$ cat config.mk
export PLATFORM = sky130hd
export DESIGN_NAME = ipml_sync_prefetch_fifo_v2_0_flat
export DESIGN_NICKNAME = d
export VERILOG_FILES = /design/src/rtl/ipml_sync_prefetch_fifo_v2_0_if.sv /design/src/rtl/ipml_sync_prefetch_fifo_v2_0.sv /design/src/flat_wrapper.sv
export SDC_FILE = /design/constraint.sdc
export NUM_CORES = 1
export LEC_CHECK = 0
export CAP_MARGIN = 30
export CORE_MARGIN = 4
export CORE_UTILIZATION = 50
export CTS_CLUSTER_SIZE = 30
export DETAILED_ROUTE_END_ITERATION = 6
export PLACE_DENSITY = 0.75
export RECOVER_POWER = 25
export SYNTH_ARGS = -nofsm -noshare
export SYNTH_HDL_FRONTEND = slang
export SYNTH_SLANG_ARGS = --single-unit
$ cat constraint.sdc
create_clock -name clk -period 4.5 [get_ports clk]
set_input_delay 1.125 -clock clk [delete_from_list [all_inputs] [get_ports clk]]
set_output_delay 1.125 -clock clk [all_outputs]
set_load 0.01 [all_outputs]
$ cat src/rtl/ipml_sync_prefetch_fifo_v2_0_if.sv
// Write/read handshake bundle for the prefetch FIFO.
// master: producer/consumer side, slave: FIFO side.
interface ipml_sync_prefetch_fifo_v2_0_if #(
    parameter int c_DEPTH_WIDTH = 4,
    parameter int c_DATA_WIDTH  = 32
);
    logic                    flush;
    logic [c_DATA_WIDTH-1:0] wr_data;
    logic                    wr_en;
    logic                    wr_vld;
    logic [c_DATA_WIDTH-1:0] rd_data;
    logic                    rd_en;
    logic                    rd_vld;
    logic [c_DEPTH_WIDTH:0]  level;
    logic                    almost_full;
    logic                    almost_empty;
    logic                    wr_ovf;
    logic                    rd_udf;

    modport master (
        output flush, wr_data, wr_en, rd_en,
        input  wr_vld, rd_data, rd_vld, level,
        input  almost_full, almost_empty, wr_ovf, rd_udf
    );

    modport slave (
        input  flush, wr_data, wr_en, rd_en,
        output wr_vld, rd_data, rd_vld, level,
        output almost_full, almost_empty, wr_ovf, rd_udf
    );
endinterface

$ cat src/rtl/ipml_sync_prefetch_fifo_v2_0.sv
// Single-clock FWFT FIFO: SDP RAM feeding a 2-entry output stage,
// optional empty-FIFO bypass, level/threshold flags, flush, sticky misuse flags.
module ipml_sync_prefetch_fifo_v2_0 #(
    parameter int c_DEPTH_WIDTH = 4,
    parameter int c_DATA_WIDTH  = 32,
    parameter int c_BYPASS      = 0,
    parameter int c_AF_LEVEL    = 14,
    parameter int c_AE_LEVEL    = 2
) (
    input  logic clk,
    input  logic rst,
    ipml_sync_prefetch_fifo_v2_0_if.slave bus
);
    localparam int AW    = c_DEPTH_WIDTH;
    localparam int DW    = c_DATA_WIDTH;
    localparam int DEPTH = 1 << AW;
    localparam logic [AW:0] AF_LVL = (AW+1)'(c_AF_LEVEL);
    localparam logic [AW:0] AE_LVL = (AW+1)'(c_AE_LEVEL);

    logic [DW-1:0] mem_q [DEPTH];
    logic [DW-1:0] ram_dout_q;

    logic [AW:0]   wr_ptr_q, wr_ptr_d;
    logic [AW:0]   rd_ptr_q, rd_ptr_d;
    logic [DW-1:0] head_q, head_d;
    logic [DW-1:0] tail_q, tail_d;
    logic [1:0]    cnt_q, cnt_d;
    logic          pend_q, pend_d;
    logic [AW:0]   level_q, level_d;
    logic          ovf_q, ovf_d;
    logic          udf_q, udf_d;

    logic          ram_empty;
    logic          ram_full;
    logic          push;
    logic          pop;
    logic          byp;
    logic          push_ram;
    logic          issue;
    logic          in_vld;
    logic [DW-1:0] in_data;

    assign ram_empty = (wr_ptr_q == rd_ptr_q);
    assign ram_full  = (wr_ptr_q[AW] != rd_ptr_q[AW]) &&
                       (wr_ptr_q[AW-1:0] == rd_ptr_q[AW-1:0]);

    assign push = bus.wr_en & ~ram_full & ~bus.flush;
    assign pop  = bus.rd_en & (cnt_q != 2'd0) & ~bus.flush;

    // Bypass only when nothing older sits in RAM or in flight, so order holds.
    assign byp      = (c_BYPASS != 0) & ram_empty & ~pend_q & (cnt_q != 2'd2);
    assign push_ram = push & ~byp;

    assign issue = ~ram_empty & ~bus.flush &
                   ((cnt_q == 2'd0) | ((cnt_q == 2'd1) & ~pend_q) | pop);

    assign in_vld  = pend_q | (push & byp);
    assign in_data = pend_q ? ram_dout_q : bus.wr_data;

    always_comb begin
        wr_ptr_d = wr_ptr_q + (AW+1)'(push_ram);
        rd_ptr_d = rd_ptr_q + (AW+1)'(issue);
        pend_d   = issue;
        level_d  = level_q + (AW+1)'(push) - (AW+1)'(pop);
        ovf_d    = ovf_q | (bus.wr_en & ram_full);
        udf_d    = udf_q | (bus.rd_en & (cnt_q == 2'd0));
        head_d   = head_q;
        tail_d   = tail_q;
        cnt_d    = cnt_q;
        case ({pop, in_vld})
            2'b01: begin
                if (cnt_q == 2'd0) head_d = in_data;
                else               tail_d = in_data;
                cnt_d = cnt_q + 2'd1;
            end
            2'b10: begin
                if (cnt_q == 2'd2) head_d = tail_q;
                cnt_d = cnt_q - 2'd1;
            end
            2'b11: begin
                if (cnt_q == 2'd2) begin
                    head_d = tail_q;
                    tail_d = in_data;
                end else begin
                    head_d = in_data;
                end
            end
            default: ;
        endcase
        // Flush drops everything, including a RAM word still in flight.
        if (bus.flush) begin
            wr_ptr_d = '0;
            rd_ptr_d = '0;
            pend_d   = 1'b0;
            level_d  = '0;
            ovf_d    = 1'b0;
            udf_d    = 1'b0;
            cnt_d    = 2'd0;
            head_d   = head_q;
            tail_d   = tail_q;
        end
    end

    always_ff @(posedge clk or posedge rst) begin
        if (rst) begin
            wr_ptr_q <= '0;
            rd_ptr_q <= '0;
            head_q   <= '0;
            tail_q   <= '0;
            cnt_q    <= 2'd0;
            pend_q   <= 1'b0;
            level_q  <= '0;
            ovf_q    <= 1'b0;
            udf_q    <= 1'b0;
        end else begin
            wr_ptr_q <= wr_ptr_d;
            rd_ptr_q <= rd_ptr_d;
            head_q   <= head_d;
            tail_q   <= tail_d;
            cnt_q    <= cnt_d;
            pend_q   <= pend_d;
            level_q  <= level_d;
            ovf_q    <= ovf_d;
            udf_q    <= udf_d;
        end
    end

    always_ff @(posedge clk) begin
        if (push_ram) mem_q[wr_ptr_q[AW-1:0]] <= bus.wr_data;
        if (issue)    ram_dout_q <= mem_q[rd_ptr_q[AW-1:0]];
    end

    assign bus.wr_vld       = ~ram_full;
    assign bus.rd_vld       = (cnt_q != 2'd0);
    assign bus.rd_data      = head_q;
    assign bus.level        = level_q;
    assign bus.almost_full  = (level_q >= AF_LVL);
    assign bus.almost_empty = (level_q <= AE_LVL);
    assign bus.wr_ovf       = ovf_q;
    assign bus.rd_udf       = udf_q;
endmodule

$ cat src/flat_wrapper.sv
// flat-port wrapper written by rule: the top's interface ports become plain ports
module ipml_sync_prefetch_fifo_v2_0_flat 
#(
    parameter int c_DEPTH_WIDTH = 4,
    parameter int c_DATA_WIDTH  = 32,
    parameter int c_BYPASS      = 0,
    parameter int c_AF_LEVEL    = 14,
    parameter int c_AE_LEVEL    = 2
)
  (clk, rst, bus_flush, bus_wr_data, bus_wr_en, bus_rd_en, bus_wr_vld, bus_rd_data, bus_rd_vld, bus_level, bus_almost_full, bus_almost_empty, bus_wr_ovf, bus_rd_udf);
  ipml_sync_prefetch_fifo_v2_0_if #(.c_DEPTH_WIDTH(c_DEPTH_WIDTH), .c_DATA_WIDTH(c_DATA_WIDTH)) bus_i ();
  input  logic clk;
  input  logic rst;
  input wire logic [$bits(bus_i.flush)-1:0] bus_flush;
  input wire logic [$bits(bus_i.wr_data)-1:0] bus_wr_data;
  input wire logic [$bits(bus_i.wr_en)-1:0] bus_wr_en;
  input wire logic [$bits(bus_i.rd_en)-1:0] bus_rd_en;
  output wire logic [$bits(bus_i.wr_vld)-1:0] bus_wr_vld;
  output wire logic [$bits(bus_i.rd_data)-1:0] bus_rd_data;
  output wire logic [$bits(bus_i.rd_vld)-1:0] bus_rd_vld;
  output wire logic [$bits(bus_i.level)-1:0] bus_level;
  output wire logic [$bits(bus_i.almost_full)-1:0] bus_almost_full;
  output wire logic [$bits(bus_i.almost_empty)-1:0] bus_almost_empty;
  output wire logic [$bits(bus_i.wr_ovf)-1:0] bus_wr_ovf;
  output wire logic [$bits(bus_i.rd_udf)-1:0] bus_rd_udf;
  assign bus_i.flush = bus_flush;
  assign bus_i.wr_data = bus_wr_data;
  assign bus_i.wr_en = bus_wr_en;
  assign bus_i.rd_en = bus_rd_en;
  assign bus_wr_vld = bus_i.wr_vld;
  assign bus_rd_data = bus_i.rd_data;
  assign bus_rd_vld = bus_i.rd_vld;
  assign bus_level = bus_i.level;
  assign bus_almost_full = bus_i.almost_full;
  assign bus_almost_empty = bus_i.almost_empty;
  assign bus_wr_ovf = bus_i.wr_ovf;
  assign bus_rd_udf = bus_i.rd_udf;
  ipml_sync_prefetch_fifo_v2_0 #(.c_DEPTH_WIDTH(c_DEPTH_WIDTH), .c_DATA_WIDTH(c_DATA_WIDTH), .c_BYPASS(c_BYPASS), .c_AF_LEVEL(c_AF_LEVEL), .c_AE_LEVEL(c_AE_LEVEL)) u_core (.clk(clk), .rst(rst), .bus(bus_i));
endmodule
---- Word-level counts from Yosys, hierarchy flattened ----
Memory sizes are Yosys's and may differ from the RTL's. A register that Yosys moved wholly into a read port is not among the register bits.
Cells that the tools add are included.
operators by class
  $add $sub $neg .......................... 6
  magnitude comparators ................... 2
  equality and inequality tests ........... 12
  mux-type cells .......................... 18
  bitwise logic cells ..................... 17
  reductions and logical operators ........ 8
operators by type and width
  operator                                                                             number
  32-bit two-way mux                                                                   6
  32-bit one-hot mux with 3 select lines                                               1
  32-bit one-hot mux with 2 select lines                                               1
  5-bit by 1-bit adder with 5-bit output                                               3
  5-bit two-way mux                                                                    3
  1-bit bitwise AND                                                                    9
  4-bit AND reduction                                                                  2
  2-bit equality test, second input constant                                           3
  2-bit by 1-bit != test with 1-bit output, second input constant                      3
  3-bit nonzero test                                                                   2
  5-bit equality test                                                                  1
  5-bit by 4-bit greater-or-equal comparator with 1-bit output, second input constant  1
  5-bit by 2-bit less-or-equal comparator with 1-bit output, second input constant     1
  1-bit two-way mux                                                                    5
  5-bit by 1-bit subtractor with 5-bit output                                          1
  2-bit by 1-bit equality test with 1-bit output, second input constant                2
  4-bit equality test                                                                  1
  1-bit NOT                                                                            4
  1-bit OR                                                                             4
  2-bit one-hot mux with 2 select lines                                                1
  2-bit nonzero test                                                                   2
  2-bit by 1-bit adder with 2-bit output, second input constant                        1
  2-bit logical NOT                                                                    1
  2-bit two-way mux                                                                    1
  4 further kinds                                                                      4
storage, ports and cells
  flip-flop bits (word level) ............. 84
  memory bits (writable) .................. 512
  word-level logic and storage cells ...... 73
  memories ................................ 1
memory list
  memory        depth  width  read ports  clocked after memory_dff  wr ports  RTL line                            text
  u_core.mem_q  16     32     1           1                         1         ipml_sync_prefetch_fifo_v2_0.sv:20  logic [DW-1:0] mem_q [DEPTH];

---- Longest topological paths before layout ----
Gate-level depths: netlist of the first run.
  depth in word-level cells ............... 8
  mapped depth ............................ 14
  depth with buffers taken out ............ 12

---- Least setup slack after synthesis of the first run ----
No wires, ideal clock.
  path type ............................... input to register
  from .................................... input bus_flush
  to ...................................... memory u_core.mem_q[12][0] in the netlist's numbering, enable pin
  setup time .............................. 502 ps
  data arrival time ....................... 4820 ps
  required time ........................... 3998 ps
  setup slack ............................. -821 ps
  stages on the path ...................... 4
  path through ............................ clkbuf_1 > a211o_1 > buf_2 > nor4_1
between the ends
  cells in the longest elaborated chain, start to end .. 4
RTL lines
  element                                  RTL line                             text
  start: declaration                       flat_wrapper.sv:14                   input wire logic [$bits(bus_i.flush)-1:0] bus_flush;
  1-bit NOT (no line)                      n/a
  1-bit bitwise AND                        ipml_sync_prefetch_fifo_v2_0.sv:47   assign push = bus.wr_en & ~ram_full & ~bus.flush;
  1-bit two-way mux                        ipml_sync_prefetch_fifo_v2_0.sv:129  if (push_ram) mem_q[wr_ptr_q[AW-1:0]] <= bus.wr_data;
  1-bit two-way mux (implied by the code)  ipml_sync_prefetch_fifo_v2_0.sv:129
  end: declaration                         ipml_sync_prefetch_fifo_v2_0.sv:20
Every way passes these cells.

---- Worst setup path in the final report of the first run ----
  from .................................... register u_core.rd_ptr_q[0]
  to ...................................... output bus_wr_vld
between the ends
  cells in the longest elaborated chain, start to end .. 3
RTL lines
  element                   RTL line                             text
  start: declaration        ipml_sync_prefetch_fifo_v2_0.sv:24   logic [AW:0] rd_ptr_q, rd_ptr_d;
  start signal: assignment  ipml_sync_prefetch_fifo_v2_0.sv:117  rd_ptr_q <= rd_ptr_d;
  4-bit equality test       ipml_sync_prefetch_fifo_v2_0.sv:45   (wr_ptr_q[AW-1:0] == rd_ptr_q[AW-1:0]);
  1-bit logical AND         ipml_sync_prefetch_fifo_v2_0.sv:44   assign ram_full = (wr_ptr_q[AW] != rd_ptr_q[AW]) &&
  1-bit NOT                 ipml_sync_prefetch_fifo_v2_0.sv:133  assign bus.wr_vld = ~ram_full;
  end: declaration          flat_wrapper.sv:18                   output wire logic [$bits(bus_i.wr_vld)-1:0] bus_wr_vld;
Every way passes these cells.

==> results of run 1 <==
Yosys cell counts:
| cell | number |
|---|---|
| a221oi_1 | 66 |
| xor2_1 | 9 |
| a211oi_1 | 1 |
| and2_1 | 19 |
| ha_1 | 17 |
| nor4_1 | 6 |
| buf_4 | 8 |
| o21ai_0 | 64 |
| nor3b_4 | 1 |
| nor3_1 | 9 |
| nand2b_1 | 5 |
| a211o_1 | 2 |
| xnor2_1 | 8 |
| inv_2 | 1 |
| nor2b_1 | 7 |
| mux4_2 | 64 |
| mux2_4 | 14 |
| buf_1 | 6 |
| dfrtp_1 | 84 |
| mux2i_1 | 162 |
| edfxtp_1 | 544 |
| a31oi_1 | 1 |
| or4_1 | 2 |
| buf_2 | 29 |
| a32o_1 | 1 |
| nor2_1 | 35 |
| clkbuf_1 | 40 |
| o21ai_1 | 1 |
| inv_1 | 16 |
| nand2_1 | 89 |
| o31ai_1 | 18 |
| a22oi_1 | 32 |
| a21oi_1 | 3 |
| buf_6 | 2 |
| nand3_1 | 3 |
| nor4_2 | 1 |
| fa_1 | 1 |
| o21bai_1 | 2 |
| mux2_2 | 14 |
through the flow:
step           power (W)  setup TNS (ps)  utilization [%]  hold slack (ps)  setup slack [ps]
6_report         0.01442               0            58.89            477.7             782.1
5_1_grt          0.01501               0            58.89            494.4             632.1
4_1_cts          0.01451               0            58.79            483.8             751.9
3_5_place_dp    0.009305               0            54.59            470.0             651.1
3_3_place_gp    0.009232               0            54.49            461.2             667.3
2_1_floorplan   0.008486         -160010                -            450.5            -821.4
flip-flops by register name (all words and copies together), names as in the netlist, 2 cells and up:
name and count:
u_core.mem_q 512, u_core.bus.rd_data 32, u_core.ram_dout_q 32, u_core.tail_q 32, u_core.bus.level 5, u_core.rd_ptr_q 5
u_core.wr_ptr_q 5, u_core.cnt_q 2
critical path, stage by stage, from the launching register on:
cell,delay (ps)
dfrtp_4,660
xor2_1,230
nor4_2,310
buf_4,210
nand2_1,60
clkdlybuf4s50_1,490
how the worst max path moves through the flow:
| stage | from | to | slack (ps) | depth (start not counted) |
|---|---|---|---|---|
| floorplan | bus_flush | u_core.mem_q[12][0] | -820 | 4 |
| global placement | bus_flush | u_core.bus.level[4] | 670 | 10 |
| detailed placement | bus_flush | u_core.bus.level[4] | 650 | 10 |
| CTS | u_core.rd_ptr_q[0] | bus_wr_vld | 750 | 5 |
| global route | u_core.rd_ptr_q[0] | bus_wr_vld | 630 | 5 |
| finish | u_core.rd_ptr_q[0] | bus_wr_vld | 780 | 5 |
metal layers:
metal | vias up | global-route usage, % | routed length, um
met5 | - | 0 | 7
met4 | 2 | 4.661 | 1035
met3 | 73 | 3.823 | 4037
li1 | 5742 | - | -
met2 | 553 | 32.25 | 25980
met1 | 6626 | 28.76 | 22290
logic make-up (layout without fill, tap and decap cells):
group	after synthesis	count (layout)	synth area share, %
compound gates	191	191	5.429
xor+xnor	17	17	0.5988
fa+ha+maj	18	18	0.9358
buf+inv	102	265	1.867
flops	628	628	74.14
mux	254	254	13.80
other cells	0	2	0
simple gates	177	177	3.230
where the power goes:
part / switching, W / internal [W]
Sequential: 0.000233 / 0.00674
Combinational: 0.00112 / 0.00111
Clock: 0.00213 / 0.00309
Total: 0.00348 / 0.0109
area by class of cell:
type / instances / area, sq um / share of cell area [%]
Sequential cell: 628 / 18440 / 63.85
Multi-Input combinational cell: 657 / 6146 / 21.28
Clock buffer: 73 / 1593 / 5.514
Timing Repair Buffer: 135 / 1335 / 4.622
Tap cell: 664 / 830.8 / 2.876
Clock inverter: 40 / 466.7 / 1.616
Inverter: 17 / 65.06 / 0.2252
Antenna cell: 2 / 5.005 / 0.01733
==> impl_results.md, run 1 <==
- Count of instances resized after the clock tree is built: 0
- Wire length per cell: between 20 and 25 um
- Ratio of total power to cell area: between 400 and 500 nW/um^2
- Clock tree from TritonCTS: done
- Die Span Y: roughly 230 um
- Critical Path Start Type: flip-flop
- Path type of the worst setup path: flip-flop to output port
- Largest voltage drop on the vdd net: 0.3124 mV
- Leading cell types in the layout, fill and taps excluded: 544 x edfxtp_1, 162 x mux2i_1, 89 x nand2_1
- Number of vias after detailed routing: about 13000
- Effective utilization at floorplan: 50.70%
- Summed area of non-filler cells in the final layout: 28890 sq um
- Hold violation count in the final report: 0
- Worst setup slack for register-to-register paths: 980 ps
- Die X: 231.0 um
- Post-detailed-route DRC marker count: 0
- Final GP Congestion: 0.7593
- Share of the synthesized area in the top cell type: approximately 66%
- CTS hold repair buffers: 0
- Worst Reg-to-Reg Cells: 12
- Clock Skew: 38.33 ps
- CP required: approximately 3400 ps
- Number of pins with negative max-slew slack in the final report: 29
- Placed wire-length estimate: 30670 um
- Count of endpoints failing setup in the final report: 0
- Arrival time reported for the critical path endpoint: 2590 ps
- Combined area of all synthesized cells: 24870 sq um
- Violated checks: capacitance limit, slew limit
- Launch point of the worst reg-to-reg path: u_core.rd_ptr_q[0]
- Clock Tree Buf Depth: 3
- Worst Hold Launch: u_core.bus.rd_data[15]
- Post-layout instance count excluding filler cells: 2216
- Number of rows in the core area: 81
- Maximum level of the CTS H-tree: 2
- Cell count after synthesis: 1387
- Placed instance count: between 2000 and 2500
- Initial DRT Pass Iterations: 5
- Crit share post-route: 82.62%
- Result of the run: finished with violations
- Total number of nets in the final design: roughly 1600
- Most common cell after layout, fill and taps aside: edfxtp_1
- Fmax: roughly 0.27 GHz
- Die footprint: 53370 sq um
- Pin slew with the least headroom to its limit: 1527 ps
- Layout area overhead: 16.16%
- Leakage dissipation: 9.770 nW
- Flop and latch count out of synthesis: approximately 630
- Routed Wire Length: 53350 um
- Number of DRC markers in iteration 0: 1391
- Remaining global-route overflow: 0
- Kind of end point of the critical path: output port
- Average via count per standard cell: ~5.9
- Number of antenna violations at the first check in global routing: 3
- Top cells by area, synth: edfxtp_1 66%, dfrtp_1 8.5%, mux2i_1 6.5%, mux4_2 5.8%, a221oi_1 2.3%
- Dominant cell type by area after synthesis: edfxtp_1
- Yosys warning total: 0
- Setup repair after global routing missed its margin: no
- Clock period minus worst slack: 3718 ps
- Share of synthesized area occupied by flip-flops and latches: 74.14%
- Number of buffers inserted by post-CTS setup repair: 0
- Worst rel slew slack: -1.799%
- Top fanout value on the critical path: 23
- CTS root buf: clkbuf_16
- Boundary Pins: 80
- Area of the core: 49050 sq um
- Port Buf Inserts: 79
- Cell depth of the worst min-delay path: 2
- Number of routed nets with antenna violations: 0
- Wire length of the first global-routing pass: 81490 um
- Maximum number of pins on one net before global-route repair: 120
- Synthesized area divided by synthesized cell count: 17.93 sq um
- Vias in the first global route: approximately 13000
- Post-synth net total: about 1400
- Number of distinct library cells after synthesis: 39
- Clock-pin slew on the worst setup and hold paths: ~60 ps
- Dpl cell area: around 27000 sq um
- Hold worst-path end: u_core.bus.rd_data[15]
- Clock sink total: 628
- Hold Crit Class: flip-flop to flip-flop
- Capture instance of the worst register-to-register path: u_core.bus.level[4]
- Number of buffers created by CTS: 60
- Max_cap viols: 1
- Proportion of layout cells with a drive suffix above 1: between 10% and 20%
- Total routing resource utilization after global routing: 20.00%
- Fillers: 3563
- Clock latency at the later pin of the worst-skew pair: 630 ps
No activity file was read; power rests on OpenSTA's default activity.
==> run 2: changes to the inputs <==
--- a/config.mk
+++ b/config.mk
@@ -10,7 +10,7 @@
 export CORE_UTILIZATION = 50
 export CTS_CLUSTER_SIZE = 30
 export DETAILED_ROUTE_END_ITERATION = 6
-export PLACE_DENSITY = 0.75
+export PLACE_DENSITY = 0.72
 export RECOVER_POWER = 25
 export SYNTH_ARGS = -nofsm -noshare
 export SYNTH_HDL_FRONTEND = slang
==> constraint.sdc (replaced) <==
create_clock -name clk -period 3.9 [get_ports clk]
set_input_delay 0.975 -clock clk [delete_from_list [all_inputs] [get_ports clk]]
set_output_delay 0.975 -clock clk [all_outputs]
set_load 0.01 [all_outputs]
==> run 2 against run 1 <==
The flow now finishes without violations. Setup slack got worse by 490 ps. Sequential power grew 15%. Hold slack got worse by 3.2 ps. Register-to-register slack worse by 100 ps. Clock power rose by 2%. Utilization is 0.56 points lower. Cell count is 0.14% higher. Count of clock-buffer cells in the layout up 1. Largest cell class unchanged.
==> impl_results.md, run 2 (synthesis results as in run 1) <==
- Result of the run: complete, no violations
- Clock-pin slew on the worst setup and hold paths: 60 ps (about the same)
- Average via count per standard cell: 5.798 (-1.1%)
- Number of routed nets with antenna violations: 0 (unchanged)
- Number of rows in the core area: 81 (unchanged)
- CTS hold repair buffers: 0 (unchanged)
- Maximum number of pins on one net before global-route repair: 116 (-3.3%)
- Crit share post-route: between 90% and 100%
- Kind of end point of the critical path: output port
- Most common cell after layout, fill and taps aside: edfxtp_1
- Post-detailed-route DRC marker count: 0 (unchanged)
- Worst rel slew slack: 6.681% (+8.5 points)
- Worst Reg-to-Reg Cells: 5 (-7)
- Clock tree from TritonCTS: done
- Max FFs per register: 512 (unchanged)
- Total number of nets in the final design: 1559 (+0.32%)
- Post-layout instance count excluding filler cells: 2219 (+0.14%)
- Final GP Congestion: 0.7746 (+2.0%)
- Clock Tree Buf Depth: 3 (unchanged)
- Clock Skew: 22.97 ps (-15.36 ps)
- Routed Wire Length: 52300 um (-2.0%)
- Effective utilization at floorplan: 50.70% (unchanged)
- Peak per-stage delay on the critical path: 660 ps (about the same)
- Number of DRC markers in iteration 0: 1374 (-1.2%)
- Dpl cell area: 26860 sq um (+0.32%)
- Pin slew with the least headroom to its limit: 1392 ps (-134.9 ps)
- Count of instances resized after the clock tree is built: 0 (unchanged)
- Launch point of the worst reg-to-reg path: u_core.rd_ptr_q[0]
- Die X: 231.0 um (unchanged)
- Ratio of total power to cell area: 557.0 nW/um^2 (+12%)
- Wire length per cell: 23.57 um (-2.1%)
- Arrival time reported for the critical path endpoint: 2630 ps (+40 ps)
- Capture instance of the worst register-to-register path: u_core.ram_dout_q[31]
- Layout area overhead: 15.04%
- Clock period minus worst slack: 3606 ps
- Hold_ws: 474.5 ps (-3.243 ps)
- Placed instance count: 2108 (+0.43%)
- Vias in the first global route: 13110 (-1.2%)
- Proportion of layout cells with a drive suffix above 1: 16.04% (-0.99 points)
- Standard cell with the maximum stage delay on the critical path: nor4_2
- Die Span Y: 231.0 um (unchanged)
- Clock latency at the later pin of the worst-skew pair: 610 ps (-20 ps)
- CTS root buf: clkbuf_16
- Largest voltage drop on the vdd net: 0.4137 mV (+32%)
- Hold Crit Class: flip-flop to flip-flop
- Max_cap viols: 0 (-1)
- Hold worst-path end: u_core.bus.rd_data[15]
- Top fanout value on the critical path: 10 (-57%)
- Number of pins with negative max-slew slack in the final report: 0 (-100%)
- Fmax: 0.2773 GHz
- Leakage dissipation: 9.623 nW (-1.5%)
- Cell depth of the worst min-delay path: 2 (unchanged)
- Count of endpoints failing setup in the final report: 0 (unchanged)
- Summed area of non-filler cells in the final layout: 28610 sq um (-0.96%)
- Worst setup margin: 293.9 ps (-488.1 ps)
- Maximum level of the CTS H-tree: 2 (unchanged)
- Remaining global-route overflow: 0 (unchanged)
- Clock sink total: 628 (unchanged)
- Post-Place Setup Slack: 574.3 ps (-76.76 ps)
- Number of buffers created by CTS: 58 (-3.3%)
- Hold violation count in the final report: 0 (unchanged)
- Area of the core: 49050 sq um (unchanged)
- Path type of the worst setup path: flip-flop to output port
- CP required: 2920 ps (-460 ps)
- Wire length of the first global-routing pass: 80630 um (-1.1%)
- Total routing resource utilization after global routing: 19.71% (-0.29 points)
- Initial DRT Pass Iterations: 5 (unchanged)
- Number of antenna violations at the first check in global routing: 4 (+1)
- Placed wire-length estimate: 30070 um (-2.0%)
- Worst setup slack for register-to-register paths: 880 ps (-100 ps)
- Critical Path Start Type: flip-flop
- Number of buffers inserted by post-CTS setup repair: 0 (unchanged)
- Worst Hold Launch: u_core.bus.rd_data[15]
- Leading cell types in the layout, fill and taps excluded: 544 x edfxtp_1, 162 x mux2i_1, 89 x nand2_1
- Port Buf Inserts: 79 (unchanged)
- Number of vias after detailed routing: 12870 (-1.0%)
- Setup repair after global routing missed its margin: no
- Die footprint: 53370 sq um (unchanged)
- Worst path cell trace: xor2_1 -> nor4_2 -> nand2_1 -> clkdlybuf4s50_1
- Boundary Pins: 80 (unchanged)
run 2: cell count changes in the layout (fill, tap and decap cells not counted), sizes merged:
cell,delta
clkbuf,+12
bufinv,-8
buf,-4
clkinv,+4
clkdlybuf4s50,-1
clkinvlp,-1
diode,+1
dlygate4sd3,+1
inv,-1
run 2: layout make-up:
| class | count | area, sq um |
|---|---|---|
| Antenna cell | 3 | 7.507 |
| Clock buffer | 74 | 1575 |
| Clock inverter | 34 | 216.5 |
| Fill cell | 3658 | 20440 |
| Inverter | 17 | 65.06 |
| Multi-Input combinational cell | 657 | 6146 |
| Sequential cell | 628 | 18440 |
| Tap cell | 664 | 830.8 |
| Timing Repair Buffer | 142 | 1324 |
run 2: how the worst max path moves through the flow:
stage | from | to | slack (ps) | depth (start not counted)
3_3_place_gp | bus_flush | u_core.bus.level[4] | 540 | 11
3_5_place_dp | bus_flush | u_core.bus.level[4] | 570 | 11
4_1_cts | u_core.wr_ptr_q[1] | bus_wr_vld | 250 | 4
6_report | u_core.wr_ptr_q[1] | bus_wr_vld | 290 | 4
2_1_floorplan | bus_flush | u_core.mem_q[12][0] | -1270 | 4
5_1_grt | u_core.wr_ptr_q[1] | bus_wr_vld | 100 | 4
run 2: per-stage QoR:
stage	total power [W]	setup TNS, ps	utilization [%]
after floorplan	0.009791	-274890	-
after global placement	0.01069	0	54.76
after detailed placement	0.01076	0	54.76
after CTS	0.01608	0	58.41
after global routing	0.01661	0	58.32
final	0.01593	0	58.32
run 2: power breakdown:
part	internal, W	total (W)	switching [W]	leakage (nW)
sequential	0.00777	0.00800	0.000228	5.99
combinational	0.00128	0.00260	0.00131	2.76
clock	0.00298	0.00534	0.00236	0.872
total	0.0120	0.0159	0.00390	9.62
run 2: metal layers:
metal / GRT usage [%] / routed length [um] / part of all wire [%]
met1: 28.27 / 22570 / 43
met2: 31.41 / 24930 / 48
met3: 3.909 / 3719 / 7.1
met4: 5.300 / 1072 / 2.0
met5: 0 / 10 / 0.019
run 2: worst max-delay path, delay by kind of cell, from the launching register on:
family / cells / cell delay (ps)
xor+xnor: 1 / 210
flops: 1 / 530
buf+inv: 1 / 510
simple gates: 2 / 780
